==> config.mk <==
export PLATFORM = sky130hd
export DESIGN_NAME = ps2_host_tx
export DESIGN_NICKNAME = d
export VERILOG_FILES = /design/src/rtl/ps2_pkg.sv /design/src/rtl/ps2_edge_sync.sv /design/src/rtl/ps2_host_tx.sv
export SDC_FILE = /design/constraint.sdc
export NUM_CORES = 1
export LEC_CHECK = 0
export ABC_AREA = 1
export BUFFER_PORTS_ARGS = -buffer_cell sky130_fd_sc_hd__buf_4
export CORE_AREA = 2 2 86 96
export DETAILED_ROUTE_END_ITERATION = 8
export DIE_AREA = 0 0 88 98
export HOLD_SLACK_MARGIN = 0.06
export PLACE_DENSITY_LB_ADDON = 0.3
export SYNTH_ARGS = -nofsm -noshare
export SYNTH_HDL_FRONTEND = slang
export SYNTH_SLANG_ARGS = --single-unit
==> constraint.sdc <==
create_clock -name clk -period 2.3 [get_ports clk]
set_input_delay 0.46 -clock clk [delete_from_list [all_inputs] [get_ports clk]]
set_output_delay 0.46 -clock clk [all_outputs]
set_load 0.05 [all_outputs]
==> src/rtl/ps2_pkg.sv <==
// Shared PS/2 definitions: host-transmitter state encoding, keyboard command
// bytes and the falling-edge numbers that delimit the host-to-device frame.
package ps2_pkg;

  typedef enum logic [2:0] {
    IDLE,
    INHIBIT,
    RTS,
    SHIFT,
    ACK,
    FINISH
  } ps2_state_t;

  localparam logic [7:0] PS2_CMD_SET_LEDS = 8'hED;
  localparam logic [7:0] PS2_CMD_ECHO     = 8'hEE;
  localparam logic [7:0] PS2_CMD_RESET    = 8'hFF;
  localparam logic [7:0] PS2_ACK_BYTE     = 8'hFA;

  localparam logic [3:0] LAST_DATA_FE = 4'd8;
  localparam logic [3:0] PARITY_FE    = 4'd9;
  localparam logic [3:0] STOP_FE      = 4'd10;
  localparam logic [3:0] ACK_FE       = 4'd11;

  // PS/2 frames carry odd parity over the eight data bits.
  function automatic logic odd_parity(input logic [7:0] b);
    return ~^b;
  endfunction

endpackage

==> src/rtl/ps2_edge_sync.sv <==
// Synchronizes raw PS/2 clock/data pad levels and flags clock falling edges.
// fe is a one-cycle pulse SYNC_STAGES+1 cycles after the pad clock falls.
module ps2_edge_sync #(
  parameter int unsigned SYNC_STAGES = 2
) (
  input  logic clk,
  input  logic rst,
  input  logic ps2_clk_in,
  input  logic ps2_data_in,
  output logic clk_sync,
  output logic data_sync,
  output logic fe
);

  logic [SYNC_STAGES-1:0] clk_pipe;
  logic [SYNC_STAGES-1:0] data_pipe;
  logic                   clk_prev;

  // Idle bus level is high (pull-ups), so the chains reset to ones.
  always_ff @(posedge clk) begin
    if (rst) begin
      clk_pipe  <= '1;
      data_pipe <= '1;
      clk_prev  <= 1'b1;
      fe        <= 1'b0;
    end else begin
      clk_pipe[0]  <= ps2_clk_in;
      data_pipe[0] <= ps2_data_in;
      for (int unsigned i = 1; i < SYNC_STAGES; i++) begin
        clk_pipe[i]  <= clk_pipe[i-1];
        data_pipe[i] <= data_pipe[i-1];
      end
      clk_prev <= clk_pipe[SYNC_STAGES-1];
      fe       <= clk_prev & ~clk_pipe[SYNC_STAGES-1];
    end
  end

  assign clk_sync  = clk_pipe[SYNC_STAGES-1];
  assign data_sync = data_pipe[SYNC_STAGES-1];

endmodule

==> src/rtl/ps2_host_tx.sv <==
// PS/2 host-to-device command transmitter (inhibit, request-to-send, 8N+odd
// parity frame, device ACK). Define PS2_TX_ACK_CHECK_EN to report NACK as error.
module ps2_host_tx
  import ps2_pkg::*;
#(
  parameter int unsigned INHIBIT_CYCLES = 10000,
  parameter int unsigned TIMEOUT_CYCLES = 1500000,
  parameter int unsigned SYNC_STAGES    = 2
) (
  input  logic       clk,
  input  logic       rst,
  input  logic       ps2_clk_in,
  input  logic       ps2_data_in,
  output logic       ps2_clk_oe,
  output logic       ps2_data_oe,
  input  logic [7:0] tx_data,
  input  logic       send,
  output logic       busy,
  output logic       done,
  output logic       error
);

  localparam int unsigned CNT_MAX = (INHIBIT_CYCLES > TIMEOUT_CYCLES) ? INHIBIT_CYCLES
                                                                      : TIMEOUT_CYCLES;
  localparam int unsigned CNT_W   = $clog2(CNT_MAX + 1);

  localparam logic [CNT_W-1:0] INH_LAST = CNT_W'(INHIBIT_CYCLES - 1);
  localparam logic [CNT_W-1:0] INH_DATA = CNT_W'(INHIBIT_CYCLES - 2);
  localparam logic [CNT_W-1:0] TO_LAST  = CNT_W'(TIMEOUT_CYCLES - 1);

  logic clk_sync;
  logic data_sync;
  logic fe;

  ps2_edge_sync #(
    .SYNC_STAGES(SYNC_STAGES)
  ) u_sync (
    .clk        (clk),
    .rst        (rst),
    .ps2_clk_in (ps2_clk_in),
    .ps2_data_in(ps2_data_in),
    .clk_sync   (clk_sync),
    .data_sync  (data_sync),
    .fe         (fe)
  );

  ps2_state_t       state, state_n;
  logic [CNT_W-1:0] cnt, cnt_n;
  logic [3:0]       bit_cnt, bit_cnt_n;
  logic [7:0]       byte_q, byte_n;
  logic             parity_q, parity_n;
  logic             clk_oe_n, data_oe_n, busy_n, done_n, error_n;
`ifdef PS2_TX_ACK_CHECK_EN
  logic             ack_ok, ack_ok_n;
`else
  logic             ack_unused;
  assign ack_unused = data_sync;
`endif

  always_ff @(posedge clk) begin
    if (rst) begin
      state       <= IDLE;
      cnt         <= '0;
      bit_cnt     <= '0;
      byte_q      <= '0;
      parity_q    <= 1'b0;
      ps2_clk_oe  <= 1'b0;
      ps2_data_oe <= 1'b0;
      busy        <= 1'b0;
      done        <= 1'b0;
      error       <= 1'b0;
`ifdef PS2_TX_ACK_CHECK_EN
      ack_ok      <= 1'b0;
`endif
    end else begin
      state       <= state_n;
      cnt         <= cnt_n;
      bit_cnt     <= bit_cnt_n;
      byte_q      <= byte_n;
      parity_q    <= parity_n;
      ps2_clk_oe  <= clk_oe_n;
      ps2_data_oe <= data_oe_n;
      busy        <= busy_n;
      done        <= done_n;
      error       <= error_n;
`ifdef PS2_TX_ACK_CHECK_EN
      ack_ok      <= ack_ok_n;
`endif
    end
  end

  always_comb begin
    state_n   = state;
    cnt_n     = cnt;
    bit_cnt_n = bit_cnt;
    byte_n    = byte_q;
    parity_n  = parity_q;
    clk_oe_n  = ps2_clk_oe;
    data_oe_n = ps2_data_oe;
    busy_n    = busy;
    done_n    = 1'b0;
    error_n   = error;
`ifdef PS2_TX_ACK_CHECK_EN
    ack_ok_n  = ack_ok;
`endif

    unique case (state)
      IDLE: begin
        if (send) begin
          byte_n    = tx_data;
          parity_n  = odd_parity(tx_data);
          busy_n    = 1'b1;
          error_n   = 1'b0;
          clk_oe_n  = 1'b1;
          data_oe_n = 1'b0;
          cnt_n     = '0;
          bit_cnt_n = '0;
`ifdef PS2_TX_ACK_CHECK_EN
          ack_ok_n  = 1'b0;
`endif
          state_n   = INHIBIT;
        end
      end

      INHIBIT: begin
        // Start bit goes low one cycle before the clock is released.
        if (cnt == INH_LAST) begin
          clk_oe_n  = 1'b0;
          data_oe_n = 1'b1;
          cnt_n     = '0;
          state_n   = RTS;
        end else begin
          cnt_n = cnt + 1'b1;
          if (cnt == INH_DATA) data_oe_n = 1'b1;
        end
      end

      RTS, SHIFT, ACK: begin
        if (fe && state != ACK) begin
          // fe wins over a coincident timeout terminal count.
          cnt_n     = '0;
          bit_cnt_n = bit_cnt + 4'd1;
          if (bit_cnt < LAST_DATA_FE) begin
            data_oe_n = ~byte_q[bit_cnt[2:0]];
            state_n   = SHIFT;
          end else if (bit_cnt == LAST_DATA_FE) begin
            data_oe_n = ~parity_q;
          end else begin
            data_oe_n = 1'b0;
            state_n   = ACK;
          end
        end else if (fe && bit_cnt < ACK_FE) begin
          cnt_n     = '0;
          bit_cnt_n = ACK_FE;
`ifdef PS2_TX_ACK_CHECK_EN
          ack_ok_n  = ~data_sync;
`endif
        end else if (state == ACK && bit_cnt == ACK_FE && clk_sync) begin
          done_n  = 1'b1;
          busy_n  = 1'b0;
`ifdef PS2_TX_ACK_CHECK_EN
          error_n = ~ack_ok;
`else
          error_n = 1'b0;
`endif
          state_n = FINISH;
        end else if (cnt == TO_LAST) begin
          clk_oe_n  = 1'b0;
          data_oe_n = 1'b0;
          done_n    = 1'b1;
          busy_n    = 1'b0;
          error_n   = 1'b1;
          state_n   = FINISH;
        end else begin
          cnt_n = cnt + 1'b1;
        end
      end

      FINISH: begin
        cnt_n   = '0;
        state_n = IDLE;
      end

      default: state_n = IDLE;
    endcase
  end

endmodule

==> results by group <==
Outcome
  • Outcome: finished clean

Clocking
  • CTS sink cnt: 46
  • CTS tree: yes
  • CTS H-tree depth: 2
  • Hold-fix buffers, CTS: 0
  • Clk slew on worst S/H paths: ~0.10 ns
  • Worst-case clock buffer depth: 2
  • Post-CTS sizing: 0
  • Clk_lat worst skew: around 0.30 ns
  • CTS root buf: clkbuf_8
  • Number of CTS-inserted buffers: 5
  • Post-CTS Setup Repair Bufs: 0

Routing
  • Routed WL: just under 7 mm
  • Vias per cell: 4.81
  • DRC violations left: 0
  • DRT iter0 DRCs: 97
  • Detailed-route via count: 2,786
  • Post-DR wirelength/cell: 11.6 um
  • Post-route ant nets: 0
  • TritonRoute pass-1 iters: 4

Critical path
  • Critical Path End Type: flop
  • Setup CP Type: flop to flop
  • Reg2reg start: cnt[1]
  • Slowest stage delay, CP: around 0.38 ns
  • CP Launch Point: cnt[1]
  • R2r setup slk: about 0.41 ns
  • Slowest stage cell, crit path: dfxtp_1
  • Critical-path maximum fanout: 15
  • Cells along the critical path: ha_1 > nand3_2 > nor2_1 > nand3_1 > nand2_1 > nand3_2 > nand2_4 > inv_2 > o21ai_0 > nor2_1
  • Worst EP arrival: ~2.1 ns
  • Worst setup SP type: flop
  • Critical Path End: cnt[5]
  • Worst Path Required: between 2 and 3 ns
  • R2R depth: 10
  • Worst R2R End: cnt[5]

Timing
  • Clock period minus worst slack: ~1.9 ns
  • Final setup violating endpoints: 0
  • Worst setup margin: slightly above 0.4 ns
  • Skew final: between 0.008 and 0.009 ns
  • Slew Viols, Final: 0
  • Hold slack: between 0.3 and 0.4 ns
  • Slew @ Worst Pin: a little under 0.4 ns
  • Final cycle utilization of the critical path: just over 80%
  • Sum Neg Setup Slack: 0 ns
  • RSZ-0062 raised after global routing: false
  • Slew headroom: about three quarters
  • Final hold vios: 0
  • FMAX: between 0.5 and 0.6 GHz

Synth
  • Synthesized area: around 2900 um2
  • Distinct cells, synth: 33
  • Synthesis Warnings: 0
  • Syn_area_per_cell: 6.46 um2
  • Syn_nets: approximately 470
  • Synthesized flop and latch total: 46
  • Mapped Cells: 452
  • Sequential share of the synthesized area: about a third

Floorplanning
  • Die Area: 8620 um2
  • Num ports: 18
  • Rows: 34
  • Die height: approximately 98 um
  • Starting Density: 37.9%
  • Die W: between 80 and 90 um
  • Core area: approximately 7700 um2

Power and ir drop
  • Cell Pwr Density: around 1100 nW/um2
  • Design Power: between 3000 and 4000 uW
  • LEAKAGE: 0.00133 uW
  • VDD IR max: 0.000555 V

GRT
  • First-pass GRT wire length: 11.8 mm
  • Initial antenna violation count: 0
  • Pin count of the biggest net entering global routing: 20
  • All-Layer GR Usage: about 17%
  • Total gr overflow: 0
  • Vias in the first global route: roughly 2,700

Place
  • Dpl cells: 571
  • GP Congestion: between 0.8 and 0.9
  • I/O Buffers: 16
  • Hpwl dp: 5.17 mm
  • Post-place setup slack: about 0.42 ns

Finish
  • Non-Filler Instances: a little under 600
  • Filler instances: 830
  • Layout cell share with drive strength beyond 1: between 10% and 20%
  • Nets@finish: 487
  • Antenna Cells: 0
  • Area growth syn-to-layout: 11.5%

Worst hold path
  • HP Class: input pin to flop

Run
  • Max-cap violation count: 0
synth_stat cells (all sizes together):
library cell  instances  area, um2
a31oi                 2       12.5
dfxtp                46        921
o21bai                2       22.5
nor3                  7       40.0
a211oi                2       15.0
a21oi                23        115
o211ai                1       7.51
o21ai                14       70.1
inv                  57        216
xnor2                 5       43.8
nand4                 9       56.3
buf                   6       48.8
clkinv                1       3.75
nand3                47        280
clkbuf                2       7.51
xor2                  5       43.8
or2                   4       25.0
nand2               128        552
nor2                 87        390
ha                    4       50.1
layer usage:
layer / vias up / track usage, % / share of wire [%]
met4: 0 / 5.44 / 2.6
met3: 14 / 3.04 / 3.0
met1: 1271 / 20.4 / 45
met2: 42 / 29.7 / 49
met5: - / 0 / 0
li1: 1459 / - / -
flip-flops by register name, summed over array words and instances (netlist names):
signal,flops
cnt,21
byte_q,8
bit_cnt,4
state,3
u_sync.clk_pipe,2
busy,1
done,1
error,1
parity_q,1
ps2_clk_oe,1
ps2_data_oe,1
u_sync.clk_prev,1
u_sync.fe,1
through the flow:
step	cell area [um2]	utilization [%]
6_report	3260	42.3
5_1_grt	3260	42.3
4_1_cts	3260	42.3
3_5_place_dp	3140	40.8
3_3_place_gp	3140	40.8
2_1_floorplan	2920	-
worst max-delay path, delay by kind of cell (launching register included):
kind / cells / cell delay, ns
adders and majority gates: 1 / 0.25
DFF: 1 / 0.38
AOI/OAI and AO/OA: 1 / 0.09
and+or+nand+nor: 7 / 0.94
buffers and inverters: 1 / 0.11
layout by cell type (no fill, tap or decap), drive strengths merged:
master / n
bufinv: 1
nand2: 128
o211ai: 1
xnor2: 5
a21oi: 23
o21ai: 14
a31oi: 2
inv: 57
a211oi: 2
nor3: 7
o21bai: 2
dfxtp: 46
clkbuf: 5
clkinvlp: 2
nand3: 47
nand4: 9
buf: 19
or2: 4
ha: 4
nor2: 87
clkinv: 1
xor2: 5
where the power goes:
group          internal (uW)  switching [uW]  total [uW]
registers                920             116        1040
clock network            324             301         625
logic                    553            1210        1770
total                   1800            1630        3430
kinds of logic (layout without fill, tap and decap cells):
logic type	after synthesis	count (layout)	synth area share, %
AOI/OAI and AO/OA	44	44	8.31
and+or+nand+nor	282	282	46.0
adders and majority gates	4	4	1.71
DFF	46	46	31.5
xor gates and xnor gates	10	10	3.00
buffers and inverters	66	85	9.46
how the worst min path moves through the flow:
stage | startpoint | to | cells past startpoint
after floorplan | u_sync.clk_pipe[0] | u_sync.clk_pipe[1] | 1
after global placement | u_sync.clk_pipe[0] | u_sync.clk_pipe[1] | 1
after detailed placement | u_sync.clk_pipe[0] | u_sync.clk_pipe[1] | 1
after CTS | ps2_clk_in | u_sync.clk_pipe[0] | 2
after global routing | ps2_clk_in | u_sync.clk_pipe[0] | 2
final | ps2_clk_in | u_sync.clk_pipe[0] | 2
final cells by class:
type	count	area (um2)	share of cell area [%]
multi-input combinational	340	1720	52.9
clock buffer	5	68.8	2.11
inverter	58	220	6.76
timing repair buffer	19	143	4.38
sequential	46	921	28.3
tap	108	135	4.15
clock inverter	3	45.0	1.38
Power figures use the tool's default switching activity.
